`src/rtl/traffic_pkg.sv`:
```
// Shared types and default timing constants for the
// highway/farm-road light controller and its timer companion.
package traffic_pkg;

  localparam int SHORT_DEF = 5;
  localparam int LONG_DEF  = 20;
  localparam int DEB_DEF   = 3;

  typedef enum logic {
    IDLE,
    ARMED
  } emerg_state_t;

  typedef enum logic [1:0] {
    HG_FR,
    HY_FR,
    HR_FG,
    HR_FY
  } lamp_state_t;

endpackage

```
`src/rtl/traffic_timer_if.sv`:
```
// Link between the light-sequencing FSM (master)
// and the timer/conditioning block (slave).
interface traffic_timer_if;
  logic ST;
  logic HY;
  logic TS;
  logic TL;
  logic C;
  logic Emergency;

  modport master (
    output ST, HY,
    input  TS, TL, C, Emergency
  );

  modport slave (
    input  ST, HY,
    output TS, TL, C, Emergency
  );
endinterface

```
`src/rtl/traffic_timer_car_debounce.sv`:
```
// Farm-road car sensor: two-flop synchroniser followed by a
// stability counter that only moves C after DEB_CYCLES agreeing cycles.
module car_debounce #(
  parameter int DEB_CYCLES = 3
) (
  input  logic Clk,
  input  logic reset,
  input  logic car_raw,
  output logic C
);

  localparam int DW = (DEB_CYCLES > 1) ? $clog2(DEB_CYCLES) : 1;
  localparam logic [DW-1:0] DLAST = DW'(DEB_CYCLES - 1);

  logic s1;
  logic s2;
  logic [DW-1:0] dcnt;

  always_ff @(posedge Clk) begin
    if (reset) begin
      s1   <= 1'b0;
      s2   <= 1'b0;
      C    <= 1'b0;
      dcnt <= '0;
    end else begin
      s1 <= car_raw;
      s2 <= s1;
      if (s2 == C) begin
        dcnt <= '0;
      end else if (dcnt == DLAST) begin
        C    <= s2;
        dcnt <= '0;
      end else begin
        dcnt <= dcnt + 1'b1;
      end
    end
  end

endmodule

```
`src/rtl/traffic_timer.sv`:
```
// Interval timer (TS/TL), car-sensor conditioning and
// emergency latch feeding the light-sequencing FSM.
module traffic_timer
  import traffic_pkg::*;
#(
  parameter int SHORT_CYCLES = SHORT_DEF,
  parameter int LONG_CYCLES  = LONG_DEF,
  parameter int CW           = 8,
  parameter int DEB_CYCLES   = DEB_DEF
) (
  input  logic Clk,
  input  logic reset,
  input  logic car_raw,
  input  logic emerg_req,
  traffic_timer_if.slave lf
);

  localparam logic [CW-1:0] SHORT_C = CW'(SHORT_CYCLES);
  localparam logic [CW-1:0] LONG_C  = CW'(LONG_CYCLES);

  logic [CW-1:0] cnt;
  logic e1;
  logic e2;
  logic c_w;
  emerg_state_t state_q;
  emerg_state_t state_d;

  // Saturating so TS/TL stay asserted however long the FSM waits.
  always_ff @(posedge Clk) begin
    if (reset) begin
      cnt <= '0;
    end else if (lf.ST) begin
      cnt <= '0;
    end else if (cnt != '1) begin
      cnt <= cnt + 1'b1;
    end
  end

  assign lf.TS = (cnt >= SHORT_C);
  assign lf.TL = (cnt >= LONG_C);

  car_debounce #(
    .DEB_CYCLES(DEB_CYCLES)
  ) u_car (
    .Clk    (Clk),
    .reset  (reset),
    .car_raw(car_raw),
    .C      (c_w)
  );

  assign lf.C = c_w;

  always_ff @(posedge Clk) begin
    if (reset) begin
      e1      <= 1'b0;
      e2      <= 1'b0;
      state_q <= IDLE;
    end else begin
      e1      <= emerg_req;
      e2      <= e1;
      state_q <= state_d;
    end
  end

  // A request still pending at acknowledge keeps the latch set.
  always_comb begin
    state_d = state_q;
    unique case (state_q)
      IDLE:    if (e2) state_d = ARMED;
      ARMED:   if (lf.HY && !e2) state_d = IDLE;
      default: state_d = IDLE;
    endcase
  end

  assign lf.Emergency = (state_q == ARMED);

endmodule

```
`src/flat_wrapper.sv`:
```
// flat-port wrapper written by rule: the top's interface ports become plain ports
module traffic_timer_flat import traffic_pkg::*;
#(
  parameter int SHORT_CYCLES = SHORT_DEF,
  parameter int LONG_CYCLES  = LONG_DEF,
  parameter int CW           = 8,
  parameter int DEB_CYCLES   = DEB_DEF
)
  (Clk, reset, car_raw, emerg_req, lf_ST, lf_HY, lf_TS, lf_TL, lf_C, lf_Emergency);
  traffic_timer_if lf_i ();
  input  logic Clk;
  input  logic reset;
  input  logic car_raw;
  input  logic emerg_req;
  input wire logic [$bits(lf_i.ST)-1:0] lf_ST;
  input wire logic [$bits(lf_i.HY)-1:0] lf_HY;
  output wire logic [$bits(lf_i.TS)-1:0] lf_TS;
  output wire logic [$bits(lf_i.TL)-1:0] lf_TL;
  output wire logic [$bits(lf_i.C)-1:0] lf_C;
  output wire logic [$bits(lf_i.Emergency)-1:0] lf_Emergency;
  assign lf_i.ST = lf_ST;
  assign lf_i.HY = lf_HY;
  assign lf_TS = lf_i.TS;
  assign lf_TL = lf_i.TL;
  assign lf_C = lf_i.C;
  assign lf_Emergency = lf_i.Emergency;
  traffic_timer #(.SHORT_CYCLES(SHORT_CYCLES), .LONG_CYCLES(LONG_CYCLES), .CW(CW), .DEB_CYCLES(DEB_CYCLES)) u_core (.Clk(Clk), .reset(reset), .car_raw(car_raw), .emerg_req(emerg_req), .lf(lf_i));
endmodule
```
`config.mk`:
```
export PLATFORM = sky130hd
export DESIGN_NAME = traffic_timer_flat
export DESIGN_NICKNAME = d
export VERILOG_FILES = /design/src/rtl/traffic_pkg.sv /design/src/rtl/traffic_timer_if.sv /design/src/rtl/traffic_timer_car_debounce.sv /design/src/rtl/traffic_timer.sv /design/src/flat_wrapper.sv
export SDC_FILE = /design/constraint.sdc
export NUM_CORES = 1
export LEC_CHECK = 0
export CAP_MARGIN = 20
export CORE_MARGIN = 2
export CORE_UTILIZATION = 51
export CTS_CLUSTER_SIZE = 8
export DETAILED_ROUTE_END_ITERATION = 6
export GPL_TIMING_DRIVEN = 0
export PLACE_DENSITY = 0.81
export SYNTH_ARGS = -nofsm -noshare
export SYNTH_HDL_FRONTEND = slang
export SYNTH_SLANG_ARGS = --single-unit
```
`constraint.sdc`:
```
create_clock -name Clk -period 2 [get_ports Clk]
set_clock_uncertainty 0.15 [all_clocks]
set_input_delay 0.4 -clock Clk [delete_from_list [all_inputs] [get_ports Clk]]
set_output_delay 0.4 -clock Clk [all_outputs]
set_load 0.02 [all_outputs]
```
==> After elaboration in Yosys (flattened, before gate mapping) <==
Cells that the tools add are included.
{ "op_classes": {"order_cmp": 2, "mux": 3, "n_eq_ne": 3, "reduce_logical": 5, "add_sub_neg": 2, "bitwise_logic": 2} }
{ "op_table": {"columns": ["op", "n"], "rows": [
  ["8-bit by 1-bit adder with 8-bit output, second input constant", 1],
  ["8-bit by 3-bit greater-or-equal comparator with 1-bit output, second input constant", 1],
  ["8-bit by 5-bit greater-or-equal comparator with 1-bit output, second input constant", 1],
  ["8-bit != test, second input constant", 1],
  ["3-bit OR reduction", 1],
  ["2-bit by 1-bit adder with 2-bit output, second input constant", 1],
  ["2-bit equality test, second input constant", 1],
  ["1-bit 2-to-1 mux", 2],
  ["1-bit inverter", 2],
  ["1-bit case mux with 2 select lines", 1],
  ["2-bit AND reduction", 1],
  ["2-bit OR reduction", 1],
  ["1-bit equality test", 1],
  ["1-bit logical AND", 1],
  ["1-bit logical NOT", 1]
]} }
{ "totals": {"elab_cells": 25, "output_inout_bits": 4, "regBits": 16} }

==> Logic depth before layout (Yosys ltp) <==
Gate-level depths: netlist (run 1).
{ "depth": {"ltp_word": 4, "ltp_mapped": 5, "ltp_nobuf": 5} }

==> Cells and area by module <==
A second synthesis (run 1) with hierarchy kept.
{ "hier_totals": {"cells_unflattened": 78, "area_unflattened_um2": 720.7} }
{ "by_module_without_submodules": {"columns": ["mod", "instances", "area_per_inst_um2", "seq_area_each_um2", "cells_each"], "rows": [
  ["traffic_timer", 1, 556.8, 220.2, 64],
  ["car_debounce", 1, 163.9, 100.1, 14]
]} }

==> Worst setup path after synthesis (run 1) <==
OpenSTA, ideal clock, no wires.
{ "synth_timing": {"kind": "register to output", "startpoint": "register u_core.cnt[0]", "endpoint": "output lf_TS", "path_slack_ps": 477, "stages_incl_launch_ff": 6, "arrival_time_ps": 973, "n_path_buf": 0, "required_time_ps": 1450, "path_cell_list": "dfxtp_1 > inv_1 > ha_1 > inv_1 > o21ai_0 > nand3_1"} }
{ "synth_via": {"elab_chain_cells": 1} }
{ "synth_rtl": {"columns": ["item", "line_no", "source"], "rows": [
  ["start: declaration", "traffic_timer.sv:21", "logic [CW-1:0] cnt;"],
  ["start signal: assignment", "traffic_timer.sv:35", "cnt <= cnt + 1'b1;"],
  ["8-bit by 3-bit greater-or-equal comparator with 1-bit output", "traffic_timer.sv:39", "assign lf.TS = (cnt >= SHORT_C);"],
  ["end: declaration", "flat_wrapper.sv:17", "output wire logic [$bits(lf_i.TS)-1:0] lf_TS;"]
]} }
Every way passes these cells.

==> Worst setup path in the final report (run 1) <==
{ "layout_timing": {"startpoint": "register u_core.cnt[5]", "endpoint": "output lf_TL"} }
{ "layout_via": {"elab_chain_cells": 1} }
{ "layout_rtl": {"columns": ["item", "line_no", "source"], "rows": [
  ["8-bit by 5-bit greater-or-equal comparator with 1-bit output", "traffic_timer.sv:40", "assign lf.TL = (cnt >= LONG_C);"],
  ["end: declaration", "flat_wrapper.sv:18", "output wire logic [$bits(lf_i.TL)-1:0] lf_TL;"]
]} }
Every way passes these cells.

==> results of run 1 <==
==> routing by layer <==
layer	wire length, microns	share of wire [%]
met3	31	2.4
met1	615	48
met2	596	46
met4	46	3.6
met5	0	0
==> Yosys cell counts (all sizes together) <==
| master | n |
|---|---|
| dfxtp | 16 |
| nor2 | 8 |
| a21oi | 6 |
| inv | 6 |
| nor3 | 6 |
| ha | 5 |
| nand3 | 5 |
| o21ai | 5 |
| a31oi | 4 |
| nor2b | 4 |
| and3 | 2 |
| buf | 2 |
| nand2 | 2 |
| nand4 | 2 |
| a211o | 1 |
| and4 | 1 |
| mux2i | 1 |
| o211a | 1 |
| or2 | 1 |
| or3 | 1 |
| or4b | 1 |
| xnor2 | 1 |
==> power by group <==
group          internal [mW]  switching (mW)  leakage, nW
sequential             0.325         0.00543        0.131
combinational         0.0175          0.0136        0.218
clock                  0.111           0.111       0.0210
==> layout make-up <==
type | instances | area share (%)
plain buffers | 2 | 1.87
inverters | 6 | 2.58
flip-flops and latches | 16 | 37.3
well taps | 15 | 2.15
clock buffers | 4 | 4.16
repair buffers | 9 | 9.61
multi-input cells | 57 | 42.3
==> worst max path at each step <==
stage,startpoint,to,slack (ns)
2_1_floorplan,u_core.cnt[0],lf_TS,0.48
3_3_place_gp,u_core.cnt[0],lf_TS,-0.09
3_5_place_dp,u_core.cnt[0],lf_TS,-0.1
4_1_cts,u_core.cnt[0],lf_TS,-0.01
5_1_grt,u_core.cnt[5],lf_TL,0.006
6_report,u_core.cnt[5],lf_TL,0.09
==> metrics by stage <==
| step | cell area, sq um | util, % | setup WS (ns) | hold WS, ns |
|---|---|---|---|---|
| 2_1_floorplan | 723 | - | 0.477 | 0.241 |
| 3_3_place_gp | 832 | 63.2 | -0.0880 | 0.249 |
| 3_5_place_dp | 832 | 63.2 | -0.0976 | 0.256 |
| 6_report | 872 | 66.2 | 0.0926 | 0.262 |
| 5_1_grt | 872 | 66.2 | 0.00623 | 0.300 |
| 4_1_cts | 871 | 66.1 | -0.0145 | 0.270 |
==> worst max-delay path: stages, from the launching register on <==
cell           delay [ns]
dfxtp_1              0.31
buf_2                0.16
nor3_2               0.20
nand2_1              0.07
dlygate4sd2_1        0.32
==> what timing repair did <==
| item | in CTS | in global routing |
|---|---|---|
| resized for setup | 6 | 5 |
| pin swaps | 0 | 0 |
| hold endpoints to repair | 0 | 0 |
| setup endpoints to repair | 2 | 2 |
==> flip-flops by register name, summed over array words and instances (netlist names) <==
signal               count
u_core.u_car.s2          1
u_core.u_car.s1          1
u_core.e1                1
u_core.u_car.dcnt        2
u_core.u_car.C           1
u_core.cnt               8
u_core.lf.Emergency      1
u_core.e2                1
==> cells by family (layout without fill, tap and decap cells) <==
group           count (synthesis)  after routing  share of synthesized area [%]
compound gates                 17             17                           13.8
buf+inv                         8             21                           5.36
xor+xnor                        1              1                           1.21
flops                          16             16                           44.3
mux                             1              1                           1.38
fa+ha+maj                       5              5                           8.65
simple gates                   33             33                           25.3
==> impl_results.md, run 1 <==
* Synth top area share at 44.3%
* Met1 Use GR at 22.6%
* Yosys reg bits at 16
* CTS max path bufs at 2
* Distinct cells, synth at 25
* Die width at approximately 42 microns
* Vias in the first global route at between 500 and 600
* Worst-Margin Slew at 0.346 ns
* Vias/cell at around 5.4
* Post-CTS Hold Buffers at 0
* R2R Path End: u_core.cnt[7]
* Nets at 106
* # rows at 13
* Worst EP required at 1.45 ns
* GR Util met3 at 4.35%
* First-pass GRT wire length at ~2.3 mm
* Slew Limit Headroom at approximately 77%
* Commonest cells after routing, fill and taps aside: dfxtp_1, nor2_1, clkdlybuf4s50_1
* Hold path depth at 1
* Cells after DPL at 105
* Global placement routability congestion at 0.857
* Starting density of the core at 54.9%
* Crit path DAT at 1.36 ns
* Grt peak-use layer: met2
* Final period util at 95.4%
* Finished Layout Cells at 109
* Synth warn at 0
* Maximum fanout along the worst path at 9
* First-pass iteration count of the detailed router at 4
* Peak supply drop at 0.497 mV
* F_max at about 520 MHz
* Synth Net Count at 92
* Status: finished clean
* Fill count at 116
* Yosys top cell by area: dfxtp_1
* Commonest non-fill, non-tap cell in the layout: dfxtp_1
* Wirelength per Cell at 11.8 microns
* Clock Pin Slew Worst Setup and Hold Paths at 0.10 ns
* RSZ-0062 raised after global routing: false
* Hold crit path type: reg2reg
* Min-delay src: u_core.u_car.dcnt[0]
* Final Hold Vio Count at 0
* Largest net degree at the start of global routing at 11
* Met2 global-route usage at 25.6%
* Initial DRC count at 9
* Power per cell area at between 600 and 700 mW/mm^2
* Total negative slack at 0 ns
* Crit Path Class: reg2out
* Multi-input logic area at 369 sq um
* # IOs at 10
* Critical Path Start Type: flop
* Root Driver: clkbuf_4
* Antenna Cells at 0
* Avg Cell Area, Syn at 8.93 sq um
* WHS Endpoint: u_core.u_car.dcnt[0]
* Final setup violating endpoints at 0
* Die Height at 41.7 microns
* Cell area after synthesis at 723 sq um
* DRC at 0
* Minimum clock period at 1.91 ns
* CTS Buf Count at 3
* LEAKAGE at 0.370 nW
* Via count at 586
* Total power at 584 uW
* Clock latency on the worst-skew pair at 0.29 ns
* FF-to-FF Start: u_core.cnt[2]
* Share of cells above drive strength 1 at 17.0%
* Clock tree sinks at 16
* Gr usage total at 17.8%
* DRT antenna net count at 0
* Core footprint at between 0.001 and 0.0015 sq mm
* Postcts setup bufs at 0
* Worst reg2reg setup slack at 0.39 ns
* CTS H-tree depth at 1
* Port bufs at 9
* Syn Inst Count at 81
* Area growth from synthesis to layout at 20.6%
* Register area share after synthesis at ~44%
* Max-slew violations at 0
* Die area at 0.00174 sq mm
* R2R depth at 3
* CTS tree: built
* Worst setup EP type: primary output
* Initial antenna violation count at 0
* WL final at approximately 1.3 mm
* MaxCap Viol Count at 0
* DP HPWL at 904 microns
* Total global routing overflow at 0
* Register Area at between 300 and 400 sq um
* Cells taking the most area after synthesis: dfxtp_1, ha_1, a21oi_1
Note: power is estimated with default switching activity, not from simulation.
==> inputs of run 2 (changes only) <==
- CAP_MARGIN: 20 -> not set
==> results of run 2 <==
The final DEF is identical to that of run 1; final timing and power are the same.
==> inputs of run 3 (changes only) <==
--- a/config.mk
+++ b/config.mk
@@ -8,3 +8,3 @@
 export CORE_MARGIN = 2
-export CORE_UTILIZATION = 51
+export CORE_UTILIZATION = 40
 export CTS_CLUSTER_SIZE = 8
@@ -12,3 +12,4 @@
 export GPL_TIMING_DRIVEN = 0
-export PLACE_DENSITY = 0.81
+export PLACE_DENSITY = 0.67
+export SLEW_MARGIN = 20
 export SYNTH_ARGS = -nofsm -noshare
==> constraint.sdc (replaced) <==
create_clock -name Clk -period 2 [get_ports Clk]
set_clock_uncertainty 0.15 [all_clocks]
set_input_delay 0.2 -clock Clk [delete_from_list [all_inputs] [get_ports Clk]]
set_output_delay 0.2 -clock Clk [all_outputs]
set_load 0.02 [all_outputs]
==> impl_results.md, run 3 (same netlist as run 1, synthesis figures left out) <==
* Via count at 593 (+1.2%)
* Min-delay src: u_core.u_car.dcnt[0]
* CP peak stage delay at 0.39 ns (+0.07 ns)
* F_max at 539 MHz (+2.9%)
* Worst setup EP type: primary output
* Peak supply drop at 0.253 mV (-49%)
* Port bufs at 9 (unchanged)
* Maximum fanout along the worst path at 6 (-3)
* Met3 WL at 44 microns (+42%)
* Final period util at 92.7% (-2.7 points)
* First-pass GRT wire length at 2.13 mm (-7.5%)
* Slew Limit Headroom at 78.3% (+1.3 points)
* Worst EP required at 1.65 ns (+0.20 ns)
* WL met2 at 641 microns (+7.6%)
* Starting density of the core at 42.3% (-13 points)
* Final setup violating endpoints at 0 (unchanged)
* Hold Slack at 0.274 ns (+0.0114 ns)
* CP most frequent cell: inv_1
* RSZ-0062 raised after global routing: false
* Flop pwr share at 63.0% (+6.4 points)
* WL final at 1.30 mm (+1.0%)
* Sw Ratio at 21.3% (-0.94 points)
* First-pass iteration count of the detailed router at 4 (unchanged)
* Critical Path Start: u_core.cnt[0]
* Hold path depth at 1 (unchanged)
* Initial DRC count at 10 (+1)
* Gr usage total at 13.9% (-3.8 points)
* Global placement routability congestion at 0.782 (-8.8%)
* Commonest non-fill, non-tap cell in the layout: dfxtp_1
* Worst slack at placement at 0.106 ns (+0.204 ns)
* # IOs at 10 (unchanged)
* DP HPWL at 972 microns (+7.6%)
* Initial antenna violation count at 0 (unchanged)
* Area growth from synthesis to layout at 21.1%
* Vias in the first global route at 510 (-7.6%)
* Uppermost layer routed: met4
* R2R depth at 3 (unchanged)
* DRC at 0 (unchanged)
* Worst-Margin Slew at 0.326 ns (-0.0200 ns)
* Vias/cell at 5.03 (-6.5%)
* Root Driver: clkbuf_4
* Clock latency on the worst-skew pair at 0.28 ns (about the same)
* DRT antenna net count at 0 (unchanged)
* Die Height at 46.5 microns (+12%)
* Status: finished clean
* Post-CTS Hold Buffers at 0 (unchanged)
* Minimum clock period at 1.85 ns (-0.0532 ns)
* CTS H-tree depth at 1 (unchanged)
* Final Hold Vio Count at 0 (unchanged)
* Core footprint at 0.00171 sq mm (+30%)
* Wirelength per Cell at 11.0 microns (-6.7%)
* Post-route setup slack at 0.146 ns (+0.0532 ns)
* Top Registers: u_core.cnt x8, u_core.u_car.dcnt x2
* MaxCap Viol Count at 0 (unchanged)
* Hold crit path type: reg2reg
* Die width at 46.5 microns (+12%)
* Nets at 106 (unchanged)
* R2R Path End: u_core.cnt[7]
* Total global routing overflow at 0 (unchanged)
* Worst reg2reg setup slack at 0.38 ns (about the same)
* CTS max path bufs at 2 (unchanged)
* Clock power share at 31.2% (-6.9 points)
* Crit Path Class: reg2out
* Critical Path, Cell by Cell: inv_1 > ha_1 > inv_1 > o21ai_0 > nand3_1 > dlygate4sd2_1
* Crit path DAT at 1.50 ns (+0.14 ns)
* Clock tree sinks at 16 (unchanged)
* CTS tree: built
* Max FFs per register at 8 (unchanged)
* Critical Path Start Type: flop
* CTS Buf Count at 3 (unchanged)
* Largest net degree at the start of global routing at 11 (unchanged)
* Crit-path slowest cell: dfxtp_2
* LEAKAGE at 0.379 nW (+2.5%)
* Clock Pin Slew Worst Setup and Hold Paths at 0.09 ns (about the same)
* Internal Power at 413 uW (-9.0%)
* WHS Endpoint: u_core.u_car.dcnt[0]
* Power per cell area at 599 mW/mm^2 (-10%)
* Die area at 0.00216 sq mm (+25%)
* Antenna Cells at 0 (unchanged)
* Fin area at 876 sq um (+0.43%)
* Total negative slack at 0 ns (unchanged)
* Share of cells above drive strength 1 at 12.9% (-4.1 points)
* Sw power at 112 uW (-14%)
* Placed instance area at 845 sq um (+1.5%)
* Max-slew violations at 0 (unchanged)
* Postcts setup bufs at 0 (unchanged)
* Post-CTS sizing at 2 (-4)
* FF-to-FF Start: u_core.cnt[2]
* Commonest cells after routing, fill and taps aside: dfxtp_1, nor2_1, clkdlybuf4s50_1
* Reg with most FFs: u_core.cnt
* Met1 wire length at 604 microns (-1.8%)
* Combinational group share of total power at 5.9% (+0.6 points)
* # rows at 15 (+2)
run 3: critical path: cells and delay by family, from the launching register on:
kind,cells,cell delay [ns]
buffers and inverters,3,0.46
flip-flops,1,0.39
adder cells (fa/ha/maj),1,0.19
AND/OR/NAND/NOR,1,0.10
AO/OA/AOI/OAI,1,0.08
run 3: final cells by class:
cell class,instances,area (sq um)
inverter,6,22.5
buffer,2,16.3
clock buffer,3,22.5
multi-input combinational,57,369
sequential,16,323
timing repair buffer,9,91.3
tap,25,31.3
fill,163,832
run 3: per-layer routing:
layer  vias to the layer above  GRT usage [%]
met5                         -              0
met4                         0           5.14
met3                         2           3.53
met2                        11           22.5
met1                       271           17.7
li1                        309              -
run 3: worst max path at each step:
stage / depth (start not counted) / to
2_1_floorplan: 3 / u_core.cnt[7]
3_3_place_gp: 6 / lf_TS
3_5_place_dp: 6 / lf_TS
4_1_cts: 6 / lf_TS
5_1_grt: 6 / lf_TS
6_report: 6 / lf_TS
run 3: power by group through the flow:
stage,combinational [mW],clock [mW],sequential [mW]
after floorplan,0.0139,0,0.338
after global placement,0.0302,0,0.337
after detailed placement,0.0311,0,0.338
after CTS,0.0312,0.166,0.330
after global routing,0.0344,0.184,0.332
final,0.0309,0.164,0.330
run 3: through the flow:
stage | std cells | total power [mW] | utilization, %
after global routing | 118 | 0.550 | 51.3
after detailed placement | 115 | 0.369 | 49.5
after floorplan | 81 | 0.352 | -
after global placement | 115 | 0.368 | 49.5
after CTS | 118 | 0.527 | 51.0
final | 118 | 0.525 | 51.3
==> patch, RTL diff (settings of run 1) <==
Reset style: asynchronous (`reset`), changed in 3 clocked blocks.
--- a/src/rtl/traffic_timer_car_debounce.sv
+++ b/src/rtl/traffic_timer_car_debounce.sv
@@ -16,7 +16,7 @@
   logic s2;
   logic [DW-1:0] dcnt;
 
-  always_ff @(posedge Clk) begin
+  always_ff @(posedge Clk or posedge reset) begin
     if (reset) begin
       s1   <= 1'b0;
       s2   <= 1'b0;
--- a/src/rtl/traffic_timer.sv
+++ b/src/rtl/traffic_timer.sv
@@ -26,7 +26,7 @@
   emerg_state_t state_d;
 
   // Saturating so TS/TL stay asserted however long the FSM waits.
-  always_ff @(posedge Clk) begin
+  always_ff @(posedge Clk or posedge reset) begin
     if (reset) begin
       cnt <= '0;
     end else if (lf.ST) begin
@@ -50,7 +50,7 @@
 
   assign lf.C = c_w;
 
-  always_ff @(posedge Clk) begin
+  always_ff @(posedge Clk or posedge reset) begin
     if (reset) begin
       e1      <= 1'b0;
       e2      <= 1'b0;
Check against the original RTL: differs if reset is asserted again (counterexample within 4 cycles, from zero or initial values and one cycle with reset high); with reset held inactive, the same outputs for 10 cycles.
==> patch against run 1 <==
  * Synthesized cell count decreased by 14%
  * Via count decreased by 2.6%
  * Wire length decreased by 0.16%
  * Largest cell class is now sequential cells
  * Global-route usage decreased by 1.4 points
  * Final area increased by 5.6%
  * Sequential cell count unchanged
  * Cell count decreased by 8.3%
  * Worst setup slack improved by 0.00051 ns
  * Register-to-register slack got worse by 0.04 ns
  * Area after synthesis increased by 5.2%
Power is not compared: it rests on default switching activity, and its combinational part moved more than twofold at a synthesized area within 25%.
==> patch: results (changes against run 1) <==
power_leakage_nw: 0.424
num_vias: 571  # was 586
critical_path.slowest_cell: "dfrtp_2"  # was dlygate4sd2_1
syn-num-nets: 79  # was 92
cts_made_buffers: 3  # unchanged
clock_latency_ns: 0.28
nNetsFinal: 95  # was 106
synth_common_cells: "dfrtp_1 (16), nor3_1 (8), inv_1 (5)"  # was dfxtp_1 (16), nor2_1 (8), a21oi_1 (6), inv_1 (6), nor3_1 (6)
worst_slew_pin_slew_ns: 0.566  # was 0.346 ns
dp_hpwl_um: 890  # was 904 um
crit_start: "u_core.cnt[7]"  # was u_core.cnt[5]
r2r_cells: 6  # was 3
synth.avg_cell_area_um2: 10.9  # was 8.93 um^2
ir_worst_vdd_uv: 535
min_path_type: "reg -> reg"  # unchanged
wl_um: 1290  # about the same
synth_cell_types: 25  # unchanged
grt_pass1_vias: 523  # was 552
reg2reg_from: "u_core.cnt[0]"  # was u_core.cnt[2]
placed_cells: 93  # was 105
htree_levels: 1  # unchanged
io_buffers: 8  # was 9
hold-path-endpoint: "u_core.e2"  # was u_core.u_car.dcnt[0]
synthArstFlopShare_pct: 100  # was 0%
via_per_inst: 5.71  # was 5.38
dr.pass1.iters: 4  # unchanged
cpPeakStageDelay_ns: 0.46  # was 0.32 ns
synth-seq-area-share_pct: 52.6  # was 44.3%
status: "completed"  # unchanged
period_needed_ns: 1.91  # about the same
grt_pass1_wl_um: 2260  # was 2300 um
cts.clk_slew.worst_paths_ns: 0.09
place_congestion: 0.771  # was 0.857
grt_max_degree: 17  # was 11
dr.first_iter.drc_count: 17  # was 9
rrSetupSlack_ns: 0.35  # was 0.39 ns
antennaDiodeCount: 0  # unchanged
rr_endpoint: "u_core.cnt[6]"  # was u_core.cnt[7]
crit_family: "flip-flops"  # was buffers and inverters
place_ws_ns: -0.0630  # was -0.0976 ns
largestRegisters: "u_core.cnt: 8 flops, u_core.u_car.dcnt: 2 flops"  # unchanged
whs_ns: 0.205  # was 0.262 ns
min_from: "u_core.e1"  # was u_core.u_car.dcnt[0]
endpoint: "lf_TL"  # unchanged
worstPathMaxFanout: 6  # was 9
hold_depth: 0  # was 1
netlist_top_cells_area: "dfrtp_1 (53%), nor3_1 (5.3%), ha_1 (4.9%)"  # was dfxtp_1 (44%), ha_1 (8.7%), a21oi_1 (4.2%)
drive_gt1_share_pct: 25.9  # was 17.0%
cp.arrival_ns: 1.36  # about the same
track_usage_pct: 16.4  # was 17.8%
## patch: area by class of cell
cell class	count	area, um^2
tap	15	18.8
fill	100	429
sequential	16	404
multi-input combinational	45	319
timing repair buffer	11	96.3
inverter	5	18.8
buffer	4	27.5
clock buffer	4	36.3
## patch: metrics by stage
step / instance area [um^2] / util [%] / power (mW)
CTS: 896 / 66.4 / 0.734
detailed placement: 860 / 63.7 / 0.522
floorplan: 761 / - / 0.474
finish: 921 / 68.2 / 0.733
global route: 921 / 68.2 / 0.781
global placement: 860 / 63.7 / 0.518
## patch: cell families (layout without fill, tap and decap cells)
kind of cell             Yosys count  in the layout  share of synthesized area, %
multiplexers                       1              1                          1.48
AND/OR/NAND/NOR                   23             23                          17.4
XOR/XNOR                           1              1                          1.15
AO/OA/AOI/OAI                     17             17                          16.3
buffers and inverters              9             24                          6.08
flip-flops                        16             16                          52.6
adder cells (fa/ha/maj)            3              3                          4.93
## patch: per-layer routing
layer / vias to the layer above / global-route usage, % / wire length [um]
met2: 16 / 25.5 / 606
met5: - / 0 / 0
met3: 2 / 2.59 / 55
met4: 0 / 7.50 / 11
li1: 284 / - / -
met1: 269 / 22.2 / 615
## patch: worst reg2reg max path: stages (launching register included)
cell and delay [ns]:
dfrtp_2 0.44, buf_4 0.15, ha_1 0.25, and3_1 0.16, buf_4 0.15, a31oi_1 0.16
nor3_1 0.07
## patch: where the power goes
group / switching [mW] / internal [mW] / total, mW
Combinational: 0.0611 / 0.0737 / 0.135
Sequential: 0.0258 / 0.362 / 0.387
Clock: 0.100 / 0.111 / 0.211
Total: 0.187 / 0.546 / 0.733
## patch: timing repair
item	4_1_cts	5_1_grt
gates resized for setup	7	4
buffers inserted	0	3
setup endpoints to repair	2	2
hold buffers	0	0
